===== src/rtl/prot_stim_gen.sv =====
// prot_stim_gen
// Runtime-configurable protocol stimulus generator. It produces bursts of UART
// frames (8N1, LSB first) or SPI frames (CPOL=1, MSB first, selectable drive
// edge, 8- or SPI_W-bit). It is used to exercise the analyzer's protocol
// triggers. Configuration is captured when a burst starts, and every output
// comes straight from a flop.
module prot_stim_gen #(
   parameter int SPI_W    = 16,
   parameter int BAUD_W   = 16,
   parameter int SCLK_DIV = 32,
   parameter int RPT_W    = 4
) (
   input  logic              clk,
   input  logic              rst,
   input  logic              strt,
   input  logic [1:0]        mode,
   input  logic [SPI_W-1:0]  data,
   input  logic [BAUD_W-1:0] baud_cnt,
   input  logic              spi_w8,
   input  logic              spi_pos_edge,
   input  logic [RPT_W-1:0]  rpt_cnt,
   output logic              busy,
   output logic              done,
   output logic [RPT_W:0]    frm_cnt,
   output logic              tx,
   output logic              SS_n,
   output logic              SCLK,
   output logic              MOSI
);

   localparam int SCLK_W = $clog2(SCLK_DIV);
   localparam int IDX_W  = $clog2(SPI_W);

   localparam logic [SCLK_W-1:0] HALF_END  = SCLK_W'(SCLK_DIV / 2 - 1);
   localparam logic [SCLK_W-1:0] GAP_END   = SCLK_W'(SCLK_DIV - 1);
   localparam logic [IDX_W-1:0]  UART_LAST = IDX_W'(7);
   localparam logic [IDX_W-1:0]  SPI8_LAST = IDX_W'(7);
   localparam logic [IDX_W-1:0]  SPIW_LAST = IDX_W'(SPI_W - 1);
   localparam logic [RPT_W:0]    FRM_MAX   = {1'b1, {RPT_W{1'b0}}};
   localparam logic [1:0]        MODE_UART = 2'b01;
   localparam logic [1:0]        MODE_SPI  = 2'b10;

   typedef enum logic [3:0] {
      IDLE,
      U_START,
      U_DATA,
      U_STOP,
      S_SETUP,
      S_SHIFT,
      S_HOLD,
      S_GAP,
      FIN
   } state_t;

   state_t state, state_nxt;

   // Configuration captured at burst start
   logic [SPI_W-1:0]  data_l;
   logic [BAUD_W-1:0] baud_l;
   logic              w8_l;
   logic              pos_l;
   logic [RPT_W-1:0]  rpt_l;

   // Datapath state and its next values
   logic [BAUD_W-1:0] baud_tmr, baud_tmr_nxt;
   logic [SCLK_W-1:0] sclk_tmr, sclk_tmr_nxt;
   logic [IDX_W-1:0]  idx, idx_nxt;
   logic [SPI_W-1:0]  sr, sr_nxt;
   logic [RPT_W:0]    frm_cnt_nxt;
   logic              busy_nxt, done_nxt, tx_nxt, ss_n_nxt, sclk_nxt, mosi_nxt;

   // Decoded conditions
   logic              start;
   logic              baud_end;
   logic              half_end;
   logic              last_frm;
   logic [IDX_W-1:0]  spi_last;
   logic [RPT_W:0]    frm_inc;
   logic [BAUD_W-1:0] baud_clamp;

   // A start is honoured in IDLE and in the single FIN cycle, for a valid mode.
   assign start = ((state == IDLE) || (state == FIN)) && strt &&
                  ((mode == MODE_UART) || (mode == MODE_SPI));

   // A bit period below two cycles is raised to two.
   assign baud_clamp = (baud_cnt < BAUD_W'(2)) ? BAUD_W'(2) : baud_cnt;

   assign baud_end = (baud_tmr == baud_l - BAUD_W'(1));
   assign half_end = (sclk_tmr == HALF_END);
   assign spi_last = w8_l ? SPI8_LAST : SPIW_LAST;
   assign last_frm = (frm_cnt == {1'b0, rpt_l});
   assign frm_inc  = (frm_cnt == FRM_MAX) ? frm_cnt : frm_cnt + (RPT_W+1)'(1);

   // Capture the burst configuration so later input changes cannot disturb it.
   always_ff @(posedge clk) begin
      if (rst) begin
         data_l <= '0;
         baud_l <= BAUD_W'(2);
         w8_l   <= 1'b0;
         pos_l  <= 1'b0;
         rpt_l  <= '0;
      end else if (start) begin
         // NOTE: clocked state always uses non-blocking assignments so every
         // flop samples the pre-edge values regardless of statement order.
         data_l <= data;
         baud_l <= baud_clamp;
         w8_l   <= spi_w8;
         pos_l  <= spi_pos_edge;
         rpt_l  <= rpt_cnt;
      end
   end

   // State register, timers and registered outputs; reset drives idle levels.
   always_ff @(posedge clk) begin
      if (rst) begin
         state    <= IDLE;
         baud_tmr <= '0;
         sclk_tmr <= '0;
         idx      <= '0;
         sr       <= '0;
         frm_cnt  <= '0;
         busy     <= 1'b0;
         done     <= 1'b0;
         tx       <= 1'b1;
         SS_n     <= 1'b1;
         SCLK     <= 1'b1;
         MOSI     <= 1'b0;
      end else begin
         state    <= state_nxt;
         baud_tmr <= baud_tmr_nxt;
         sclk_tmr <= sclk_tmr_nxt;
         idx      <= idx_nxt;
         sr       <= sr_nxt;
         frm_cnt  <= frm_cnt_nxt;
         busy     <= busy_nxt;
         done     <= done_nxt;
         tx       <= tx_nxt;
         SS_n     <= ss_n_nxt;
         SCLK     <= sclk_nxt;
         MOSI     <= mosi_nxt;
      end
   end

   // Next state, next timer values and next output levels.
   always_comb begin
      // NOTE: every signal gets a default before the case so no path leaves
      // one unassigned, which would otherwise infer a latch.
      state_nxt    = state;
      baud_tmr_nxt = baud_tmr;
      sclk_tmr_nxt = sclk_tmr;
      idx_nxt      = idx;
      sr_nxt       = sr;
      frm_cnt_nxt  = frm_cnt;
      busy_nxt     = busy;
      done_nxt     = 1'b0;
      tx_nxt       = tx;
      ss_n_nxt     = SS_n;
      sclk_nxt     = SCLK;
      mosi_nxt     = MOSI;

      case (state)
         IDLE, FIN: begin
            state_nxt = IDLE;
            busy_nxt  = 1'b0;
            if (start) begin
               frm_cnt_nxt = '0;
               busy_nxt    = 1'b1;
               sr_nxt      = data;
               if (mode == MODE_UART) begin
                  state_nxt    = U_START;
                  baud_tmr_nxt = '0;
                  tx_nxt       = 1'b0;
               end else begin
                  state_nxt    = S_SETUP;
                  sclk_tmr_nxt = '0;
                  ss_n_nxt     = 1'b0;
                  sclk_nxt     = 1'b1;
                  mosi_nxt     = data[SPI_W-1];
               end
            end
         end

         U_START: begin
            if (baud_end) begin
               state_nxt    = U_DATA;
               baud_tmr_nxt = '0;
               idx_nxt      = '0;
               tx_nxt       = sr[0];
            end else begin
               baud_tmr_nxt = baud_tmr + BAUD_W'(1);
            end
         end

         U_DATA: begin
            if (baud_end) begin
               baud_tmr_nxt = '0;
               if (idx == UART_LAST) begin
                  state_nxt = U_STOP;
                  tx_nxt    = 1'b1;
               end else begin
                  idx_nxt = idx + IDX_W'(1);
                  sr_nxt  = sr >> 1;
                  tx_nxt  = sr[1];
               end
            end else begin
               baud_tmr_nxt = baud_tmr + BAUD_W'(1);
            end
         end

         U_STOP: begin
            if (baud_end) begin
               baud_tmr_nxt = '0;
               frm_cnt_nxt  = frm_inc;
               if (last_frm) begin
                  state_nxt = FIN;
                  busy_nxt  = 1'b0;
                  done_nxt  = 1'b1;
               end else begin
                  // Next start bit follows the stop bit with no idle gap.
                  state_nxt = U_START;
                  tx_nxt    = 1'b0;
                  sr_nxt    = data_l;
               end
            end else begin
               baud_tmr_nxt = baud_tmr + BAUD_W'(1);
            end
         end

         S_SETUP: begin
            if (half_end) begin
               state_nxt    = S_SHIFT;
               sclk_tmr_nxt = '0;
               idx_nxt      = '0;
               sclk_nxt     = 1'b0;
            end else begin
               sclk_tmr_nxt = sclk_tmr + SCLK_W'(1);
            end
         end

         S_SHIFT: begin
            if (half_end) begin
               sclk_tmr_nxt = '0;
               if (!SCLK) begin
                  // Rising edge of pulse idx; rise-driven mode advances here
                  // except on the final pulse.
                  sclk_nxt = 1'b1;
                  if (pos_l && (idx != spi_last)) begin
                     sr_nxt   = sr << 1;
                     mosi_nxt = sr[SPI_W-2];
                  end
               end else if (idx == spi_last) begin
                  state_nxt = S_HOLD;
               end else begin
                  // Falling edge starting the next pulse; fall-driven mode
                  // advances here (the very first fall came from S_SETUP).
                  sclk_nxt = 1'b0;
                  idx_nxt  = idx + IDX_W'(1);
                  if (!pos_l) begin
                     sr_nxt   = sr << 1;
                     mosi_nxt = sr[SPI_W-2];
                  end
               end
            end else begin
               sclk_tmr_nxt = sclk_tmr + SCLK_W'(1);
            end
         end

         S_HOLD: begin
            if (half_end) begin
               sclk_tmr_nxt = '0;
               ss_n_nxt     = 1'b1;
               mosi_nxt     = 1'b0;
               frm_cnt_nxt  = frm_inc;
               if (last_frm) begin
                  state_nxt = FIN;
                  busy_nxt  = 1'b0;
                  done_nxt  = 1'b1;
               end else begin
                  state_nxt = S_GAP;
               end
            end else begin
               sclk_tmr_nxt = sclk_tmr + SCLK_W'(1);
            end
         end

         S_GAP: begin
            if (sclk_tmr == GAP_END) begin
               state_nxt    = S_SETUP;
               sclk_tmr_nxt = '0;
               ss_n_nxt     = 1'b0;
               sr_nxt       = data_l;
               mosi_nxt     = data_l[SPI_W-1];
            end else begin
               sclk_tmr_nxt = sclk_tmr + SCLK_W'(1);
            end
         end

         default: begin
            state_nxt = IDLE;
         end
      endcase
   end

endmodule


===== config.mk =====
export PLATFORM = sky130hd
export DESIGN_NAME = prot_stim_gen
export DESIGN_NICKNAME = d
export VERILOG_FILES = /design/src/rtl/prot_stim_gen.sv
export SDC_FILE = /design/constraint.sdc
export NUM_CORES = 1
export LEC_CHECK = 0
export CAP_MARGIN = 40
export CORE_UTILIZATION = 35
export CTS_CLUSTER_DIAMETER = 60
export CTS_CLUSTER_SIZE = 40
export DETAILED_ROUTE_END_ITERATION = 7
export GPL_TIMING_DRIVEN = 0
export SLEW_MARGIN = 10
export SYNTH_ARGS = -nofsm -noshare
export SYNTH_HDL_FRONTEND = slang
export SYNTH_SLANG_ARGS = --single-unit

===== constraint.sdc =====
create_clock -name clk -period 3.26 [get_ports clk]
set_input_delay 0.978 -clock clk [delete_from_list [all_inputs] [get_ports clk]]
set_output_delay 0.978 -clock clk [all_outputs]
set_load 0.005 [all_outputs]

==> results.md, run 1 <==
- Final core utilization: between 40% and 50%
- EDFF count, synth: 0
- Flop pwr share: about a third
- Post-placement cell area: 0.00597 sq mm
- Reg2reg path depth: 11
- Worst EP required: between 3 and 4 ns
- Clock share of power: around 27%
- # rows: 44
- PnR worst setup slack: 0.0914 ns
- Yosys top cell area share: 36.2%
- Max Root-Sink Buffers: 2
- Worst hold path class: reg -> reg
- Filler cell count: ~1500
- Normalized max-slew margin: approximately two fifths
- H-tree lvl count: 3
- Hold path start: data_l[0]
- Via count: around 5200
- Critical path buffers and inverters: 2
- Post-synth top cells: nand2_1, dfxtp_1, a21oi_1
- CP peak stage delay: around 0.50 ns
- Static leakage: around 2.4 nW
- Area grow syn2layout: 25.9%
- Top-count cell post-synth: nand2_1
- Combinational share of power: between 30% and 40%
- CP cell instances: clkdlybuf4s50_1 -> ha_4 -> nand2b_4 -> or3_4 -> a22o_4 -> a2111oi_4 -> a31oi_4 -> buf_6 -> a21o_1 -> a21oi_1
- Die W: ~120 microns
- Worst Tran Pin Value: about 0.9 ns
- Initial core utilization: 35.8%
- Initial DRC count: roughly 500
- Layout Cells excl Fill: approximately 940
- Initial antenna violation count: 0
- RD Place Congestion: ~0.87
- Final clock skew: approximately 0.012 ns
- Setup Viol. Count Final: 0
- Max_cap viols: 0
- PortBufs: 53
- Final instance area: ~0.0066 sq mm
- Multi-input logic area: between 0.003 and 0.004 sq mm
- Share of cells above drive strength 1: 9.22%
- # IOs: 54
- First-pass GRT wire length: approximately 25 mm
- Switching Share: about two fifths
- Fmax: 316 MHz
- DR vias/cell: 5.55
- Type of element launching the critical path: input port
- Status: finished clean
- Root Driver: clkbuf_16
- Clk sinks: 94
- Gr usage total: 21.2%
- Top delay family on crit path: compound AO/OA/AOI/OAI gates
- Crit. End Element: flip-flop
- Final hold violation count: 0
- Routed Wire Length: approximately 16 mm
- DP Cell Count: 921
- FF+latch count, synth: 94
- Post-Syn Area: 0.00520 sq mm
- Post-synth cell types: 65
- Wire per inst: about 17 microns
- Slew Limit Fails: 0
- Prevailing post-synth register cell: dfxtp_1
- Largest cells by area after synthesis: dfxtp_1, nand2_1, a21oi_1, nor2_1, xnor2_1
- Mean post-synth cell area: about 7.6 sq um
- Residual DRC: 0
- Post-synth top area cell: dfxtp_1
- Seq/Total Area, Yosys: between 30% and 40%
- Critical R2R Launch: baud_l[0]
- Hold Worst Slack: 0.461 ns
- Net switching power figure: between 1.5 and 2 mW
- Hold Path Sink: data_l[0]
- Die area: approximately 0.015 sq mm
- Vias in the first global route: ~4900
- FF-to-FF setup slack: around 0.15 ns
- Worst skew pair latency: ~0.37 ns
- CORE AREA: around 0.015 sq mm
- Critical Path AT: about 3.5 ns
- Ant. Diodes: 0
- Async S/R FF share, synth: 0%
- Synth Instances: about 680
- Seq. cell area: about 0.0019 sq mm
- Worst-path fanout max: 7
- CP max-delay cell: clkdlybuf4s50_1
- Setup Crit Path Kind: in -> reg
- Largest net degree at the start of global routing: 19
- PD cells: around 640 mW/mm^2
- Total grt overflow: 0
- CTS tree: done
- Inserted Clock Buffers: 9
- Hold Buf Count CTS: 0
- Drt first pass iters: 7
- Hold Path Stages: 2
- Die Ht: around 120 microns
- Hpwl dp: about 11 mm
- RSZ-0062 raised after global routing: yes
- Reg-to-reg critical path endpoint: idx[3]
- VDD IR-drop max: 327 uV
- DRT antenna net count: 0
- Final Net Count: roughly 810
- Min Clock Period, post-route: about 3.2 ns
- Yosys warns: 0
- Pint: 2.59 mW
- Period utilisation layout: between 90 and 100%
- Syn nets: roughly 740
- Clk slew on worst S/H paths: around 0.070 ns
- Pre-CTS WS: -0.637 ns
## sequential cells by signal, indices dropped and copies added (netlist names), 4 cells and up
name	flops
sclk_tmr	5
baud_tmr	16
rpt_l	4
state	4
baud_l	16
idx	4
sr	16
data_l	16
frm_cnt	5
## power by group through the flow
stage | combinational [mW] | sequential [mW] | clock [mW]
final | 1.59 | 1.49 | 1.14
after CTS | 1.47 | 1.48 | 1.16
after global routing | 1.74 | 1.51 | 1.21
after floorplan | 0.978 | 1.46 | 0
after detailed placement | 1.39 | 1.50 | 0
after global placement | 1.36 | 1.50 | 0
## metal layers
metal	GRT usage, %	wire length (microns)	part of all wire, %	vias up
li1	-	-	-	2574
met1	26.9	6830	44	2460
met2	36.3	7630	49	177
met3	4.44	873	5.6	21
met4	5.95	250	1.6	0
met5	0	0	0	-
## worst max-delay path by stage
| stage | start | to | slack (ns) | cells after the start |
|---|---|---|---|---|
| after floorplan | baud_l[0] | idx[3] | 0.27 | 11 |
| after global placement | mode[1] | baud_tmr[15] | -0.63 | 11 |
| after detailed placement | mode[1] | baud_tmr[15] | -0.64 | 11 |
| after CTS | mode[1] | baud_tmr[15] | 0.01 | 11 |
| after global routing | baud_l[0] | idx[3] | -0.06 | 11 |
| final | mode[0] | sr[2] | 0.09 | 10 |
## final cells by class
type	count	area share, %
plain buffers	41	3.04
clock buffers	9	3.44
clock inverters	7	1.32
inverters	18	1.03
multi-input cells	528	49.5
flip-flops and latches	94	28.8
well taps	184	3.51
repair buffers	62	9.42
## repair_timing
action	in CTS	in global routing
resized for setup	20	30
pin swaps	3	8
endpoints found under the setup margin	53	52
cloned	1	1
setup buffers	2	4
## layout by cell type (no fill, tap or decap), types with 18 or more instances in the layout
cell	n
nand2_1	129
dfxtp_1	92
a21oi_1	72
nor2_1	54
clkdlybuf4s50_1	53
clkbuf_1	27
xnor2_1	22
nand3_1	19
inv_1	18
xor2_1	18
## logic make-up after synthesis
| kind of cell | after synthesis | share of synthesized area, % |
|---|---|---|
| AND/OR/NAND/NOR | 295 | 26.5 |
| AO/OA/AOI/OAI | 176 | 22.1 |
| flip-flops | 94 | 36.2 |
| buffers and inverters | 61 | 4.76 |
| XOR/XNOR | 40 | 6.73 |
| adder cells (fa/ha/maj) | 10 | 2.40 |
| multiplexers | 7 | 1.35 |
## worst min-delay path, stage by stage, from the launching register on
cell and delay (ns):
dfxtp_1 0.31, nand2_1 0.05, a21oi_1 0.05
## metrics by stage
stage | TNS (ns) | power [mW]
after global routing | -0.0636 | 4.46
after global placement | -22.42 | 2.86
after floorplan | 0 | 2.43
after CTS | 0 | 4.11
final | 0 | 4.22
after detailed placement | -25.42 | 2.89
Power figures use the tool's default switching activity.
==> run 2: changes to the inputs <==
- CAP_MARGIN: 40 -> unset
==> run 2 against run 1 <==
The flow now finishes with violations (design-rule violations). Critical endpoint unchanged. Routed wire length fell by 1.1%. Fmax fell by 0.34%. Total power fell by 2.3%. Core utilization fell by 0.59 points. Clock power barely moved.
==> results.md, run 2 (synthesis gave the netlist of run 1 again) <==
- # rows: 44
- Normalized max-slew margin: a little over a quarter
- Worst Tran Pin Value: approximately 1.1 ns
- Final Net Count: approximately 800
- Total grt overflow: 0
- Hold Worst Slack: about 0.46 ns
- DP Cell Count: between 900 and 1000
- Inserted Clock Buffers: 9
- PD cells: ~640 mW/mm^2
- Most frequent cells in the layout: nand2_1, dfxtp_1, a21oi_1
- Pre-CTS WS: -0.639 ns
- Die Ht: between 100 and 150 microns
- Initial DRC count: 477
- Drt first pass iters: 8
- Worst hold path class: reg -> reg
- Largest net degree at the start of global routing: 18
- Status: finished with violations
- Worst EP required: roughly 3.5 ns
- Vias in the first global route: 4900
- PortBufs: 53
- DR vias/cell: ~5.6
- Initial antenna violation count: 0
- Period utilisation layout: approximately 98%
- Setup Viol. Count Final: 0
- Routed Wire Length: between 15 and 20 mm
- Die W: around 120 microns
- Max Root-Sink Buffers: 2
- CORE AREA: approximately 0.015 sq mm
- Critical Path AT: between 3 and 4 ns
- Filler cell count: roughly 1500
- PnR worst setup slack: 0.0807 ns
- Worst-path fanout max: 10
- Crit. End Element: flip-flop
- Static leakage: 2.36 nW
- RD Place Congestion: approximately 0.87
- Root Driver: clkbuf_16
- Gr usage total: a little over a fifth
- Clk slew on worst S/H paths: 0.07 ns
- Layout Cells excl Fill: 940
- Final Power: just over 4 mW
- Most common cell after layout, fill and taps aside: nand2_1
- VDD IR-drop max: between 300 and 400 uV
- Residual DRC: 3
- Min Clock Period, post-route: about 3.2 ns
- Share of cells above drive strength 1: under 10%
- Area grow syn2layout: 24.2%
- First-pass GRT wire length: about 25 mm
- Die area: roughly 0.015 sq mm
- Max_cap viols: 0
- Hpwl dp: about 11 mm
- DRT antenna net count: 0
- Worst skew pair latency: 0.36 ns
- Initial core utilization: a little over a third
- Final clock skew: 0.0131 ns
- Slew Limit Fails: 0
- Setup Crit Path Kind: in -> reg
- # IOs: 54
- H-tree lvl count: 3
- CTS tree: done
- Final hold violation count: 0
- Wire per inst: approximately 16 microns
- Failing checks: design-rule violations
- Via count: between 5000 and 6000
- Type of element launching the critical path: input port
- Ant. Diodes: 0
- Fmax: 315 MHz
- Clk sinks: between 90 and 100
## run 2: changes by cell type in the layout (fill, tap and decap cells not counted), sizes merged
cell	previous run	this run
buf	15	12
clkbuf	42	43
clkinv	2	1
## run 2: timing repair
item,4_1_cts,5_1_grt
endpoints found under the hold margin,0,0
setup endpoints to repair,52,47
buffers inserted,2,4
hold buffers,0,0
gates resized for setup,16,25
pin swaps,2,5
## run 2: final timing paths
kind,slack [ns],startpoint,end,depth (start not counted)
setup / recovery,0.08,mode[1],sr[2],11
hold / removal,0.46,data_l[4],data_l[4],2
hold reg to reg,0.46,data_l[4],data_l[4],2
setup reg to reg,0.16,baud_l[3],state[1],11
## run 2: layer usage
layer  wire length [microns]  global-route usage (%)  vias up
met5                       0                       0        -
met4                     320                    7.66        0
met3                     779                    4.85       30
met2                    7470                    34.9      155
met1                    6840                    26.3     2476
li1                        -                       -     2565
## run 2: layout make-up
class | count | area, sq um | share of cell area [%]
clock inverter | 6 | 76.3 | 1.18
sequential | 94 | 1890 | 29.2
multi-input combinational | 528 | 3210 | 49.6
tap | 184 | 230 | 3.56
timing repair buffer | 59 | 576 | 8.90
buffer | 41 | 193 | 2.98
clock buffer | 10 | 229 | 3.54
inverter | 18 | 67.6 | 1.05
## run 2: per-stage QoR
| stage | utilization (%) | instance area, sq um | setup TNS, ns |
|---|---|---|---|
| global placement | 41.0 | 5960 | -22.42 |
| CTS | 43.6 | 6340 | 0 |
| finish | 44.5 | 6460 | 0 |
| detailed placement | 41.0 | 5960 | -24.22 |
| floorplan | - | 5200 | 0 |
| global route | 44.5 | 6460 | -0.0141 |
## run 2: power by group
part           total (mW)  switching [mW]  internal [mW]
clock                1.12           0.509          0.611
sequential           1.49           0.170           1.32
combinational        1.52           0.912          0.604
total                4.12            1.59           2.53
## run 2: worst max-delay path, cell delays in order
cell	delay, ns
clkdlybuf4s50_1	0.45
inv_1	0.04
ha_1	0.27
nand2b_1	0.18
or3_4	0.39
a22o_1	0.26
a2111oi_4	0.22
a31oi_2	0.12
clkbuf_8	0.23
a21o_1	0.16
a21oi_1	0.17
==> run 3: changes to the inputs <==
- PLACE_DENSITY: unset -> 0.57
==> run 3 against run 2 <==
The run now ends clean. Critical path depth fell by 1. Global-route usage rose by 0.060 points. Setup slack improved by 0.014 ns. Register-to-register slack barely moved. Routed wire length barely moved. Total power fell by 0.70%. Count of clock-buffer cells in the layout fell by 1. Core utilization fell by 0.095 points. Cell count fell by 0.21%. First-iteration DRC count fell by 18%. Clock skew fell by 0.0039 ns. Largest cell class unchanged.
==> results.md, run 3 (synthesis gave the netlist of run 1 again) <==
- Wire per inst: 16.4 microns
- Die area: 0.0154 sq mm
- Max_cap viols: 0
- Hpwl dp: around 11 mm
- # IOs: 54
- Worst hold path class: reg -> reg
- Setup Viol. Count Final: 0
- Worst skew pair latency: 0.36 ns
- Flop pwr share: approximately 36%
- Type of element launching the critical path: input port
- Worst Tran Pin Value: 0.885 ns
- Min Clock Period, post-route: approximately 3.2 ns
- Total negative slack: 0 ns
- Area grow syn2layout: 24.0%
- Static leakage: about 2.3 nW
- Slew Limit Fails: 0
- Die Ht: 124 microns
- Share of cells above drive strength 1: 8.36%
- VDD IR-drop max: 290 uV
- RSZ-0062 raised after global routing: yes
- Worst-path fanout max: 8
- DR vias/cell: between 5 and 6
- Final clock skew: ~0.0092 ns
- CTS tree: done
- RD Place Congestion: 0.889
- Critical Path AT: about 3.5 ns
- PortBufs: 53
- Setup Crit Path Kind: in -> reg
- Combinational share of power: between 30 and 40%
- Net switching power figure: between 1.5 and 2 mW
- PD cells: around 630 mW/mm^2
- Ant. Diodes: 0
- First-pass GRT wire length: ~25 mm
- Vias in the first global route: about 5000
- Hold Buf Count CTS: 0
- # rows: 44
- Inserted Clock Buffers: 9
- Final Power: 4.10 mW
- Routed Wire Length: 15.4 mm
- Die W: 124 microns
- Pint: about 2.5 mW
- Most frequent cells in the layout: nand2_1, dfxtp_1, a21oi_1
- Initial DRC count: 389
- Drt first pass iters: 5
- Largest net degree at the start of global routing: 20
- Switching Share: 39.5%
- H-tree lvl count: 3
- Max Root-Sink Buffers: 2
- Initial antenna violation count: 0
- Clk sinks: between 90 and 100
- Residual DRC: 0
- Hold Worst Slack: between 0.4 and 0.5 ns
- Most common cell after layout, fill and taps aside: nand2_1
- Gr usage total: a little over a fifth
- Final Net Count: between 800 and 900
- Root Driver: clkbuf_16
- Clock share of power: 26.2%
- Crit. End Element: flip-flop
- Initial core utilization: between 30% and 40%
- DRT antenna net count: 0
- Via count: 5174
- Status: finished clean
- Normalized max-slew margin: between 40% and 50%
- Period utilisation layout: about 100%
- Clk slew on worst S/H paths: 0.08 ns
- CORE AREA: approximately 0.015 sq mm
- Final hold violation count: 0
- Total grt overflow: 0
- Worst EP required: ~3.6 ns
- Fmax: between 300 and 400 MHz
==> run 3: final timing paths <==
path         startpoint         end  slack, ns  cells past startpoint
min           data_l[9]   data_l[9]       0.46                      2
max             mode[1]  frm_cnt[3]       0.09                     10
max reg2reg   baud_l[3]    state[3]       0.17                      9
min reg2reg   data_l[9]   data_l[9]       0.46                      2
==> run 3: layer usage <==
metal / up-vias / wire (microns) / track usage [%]
met5: - / 0 / 0
met4: 0 / 392 / 7.29
met3: 26 / 794 / 4.12
met2: 148 / 7390 / 35.9
met1: 2439 / 6850 / 26.2
li1: 2561 / - / -
==> run 3: repair_timing <==
| action | 4_1_cts | 5_1_grt |
|---|---|---|
| resized for setup | 13 | 31 |
| setup buffers | 4 | 1 |
| endpoints found under the setup margin | 53 | 57 |
| pin swaps | 3 | 1 |
==> run 3: power by group through the flow <==
stage                     combinational [mW]  sequential [mW]  clock [mW]
final                                   1.53             1.49        1.07
after global routing                    1.68             1.51        1.15
after CTS                               1.44             1.48        1.11
after detailed placement                1.40             1.50           0
after global placement                  1.37             1.50           0
after floorplan                        0.978             1.46           0
==> run 3: critical path, cell delays in order <==
cell and delay [ns]:
clkdlybuf4s50_1 0.45, inv_1 0.04, ha_1 0.26, nand2b_1 0.17
or3_4 0.39, o21ai_0 0.11, nor4b_1 0.36, a21oi_2 0.18
or3_1 0.37, a21oi_1 0.13
==> run 3: area by class of cell <==
| type | count | area [sq um] |
|---|---|---|
| Sequential cell | 94 | 1890 |
| Clock inverter | 7 | 72.6 |
| Inverter | 18 | 67.6 |
| Multi-Input combinational cell | 528 | 3210 |
| Buffer | 40 | 190 |
| Timing Repair Buffer | 58 | 568 |
| Tap cell | 184 | 230 |
| Clock buffer | 9 | 225 |
| Fill cell | 1524 | 8080 |
==> run 3: metrics by stage <==
stage	util, %	cells	worst slack, ns	area [sq um]
global placement	41.0	920	-0.641	5960
global route	44.4	938	-0.0186	6450
finish	44.4	938	0.0945	6450
detailed placement	41.0	920	-0.611	5960
CTS	43.6	938	0.0160	6330
floorplan	-	683	0.273	5200
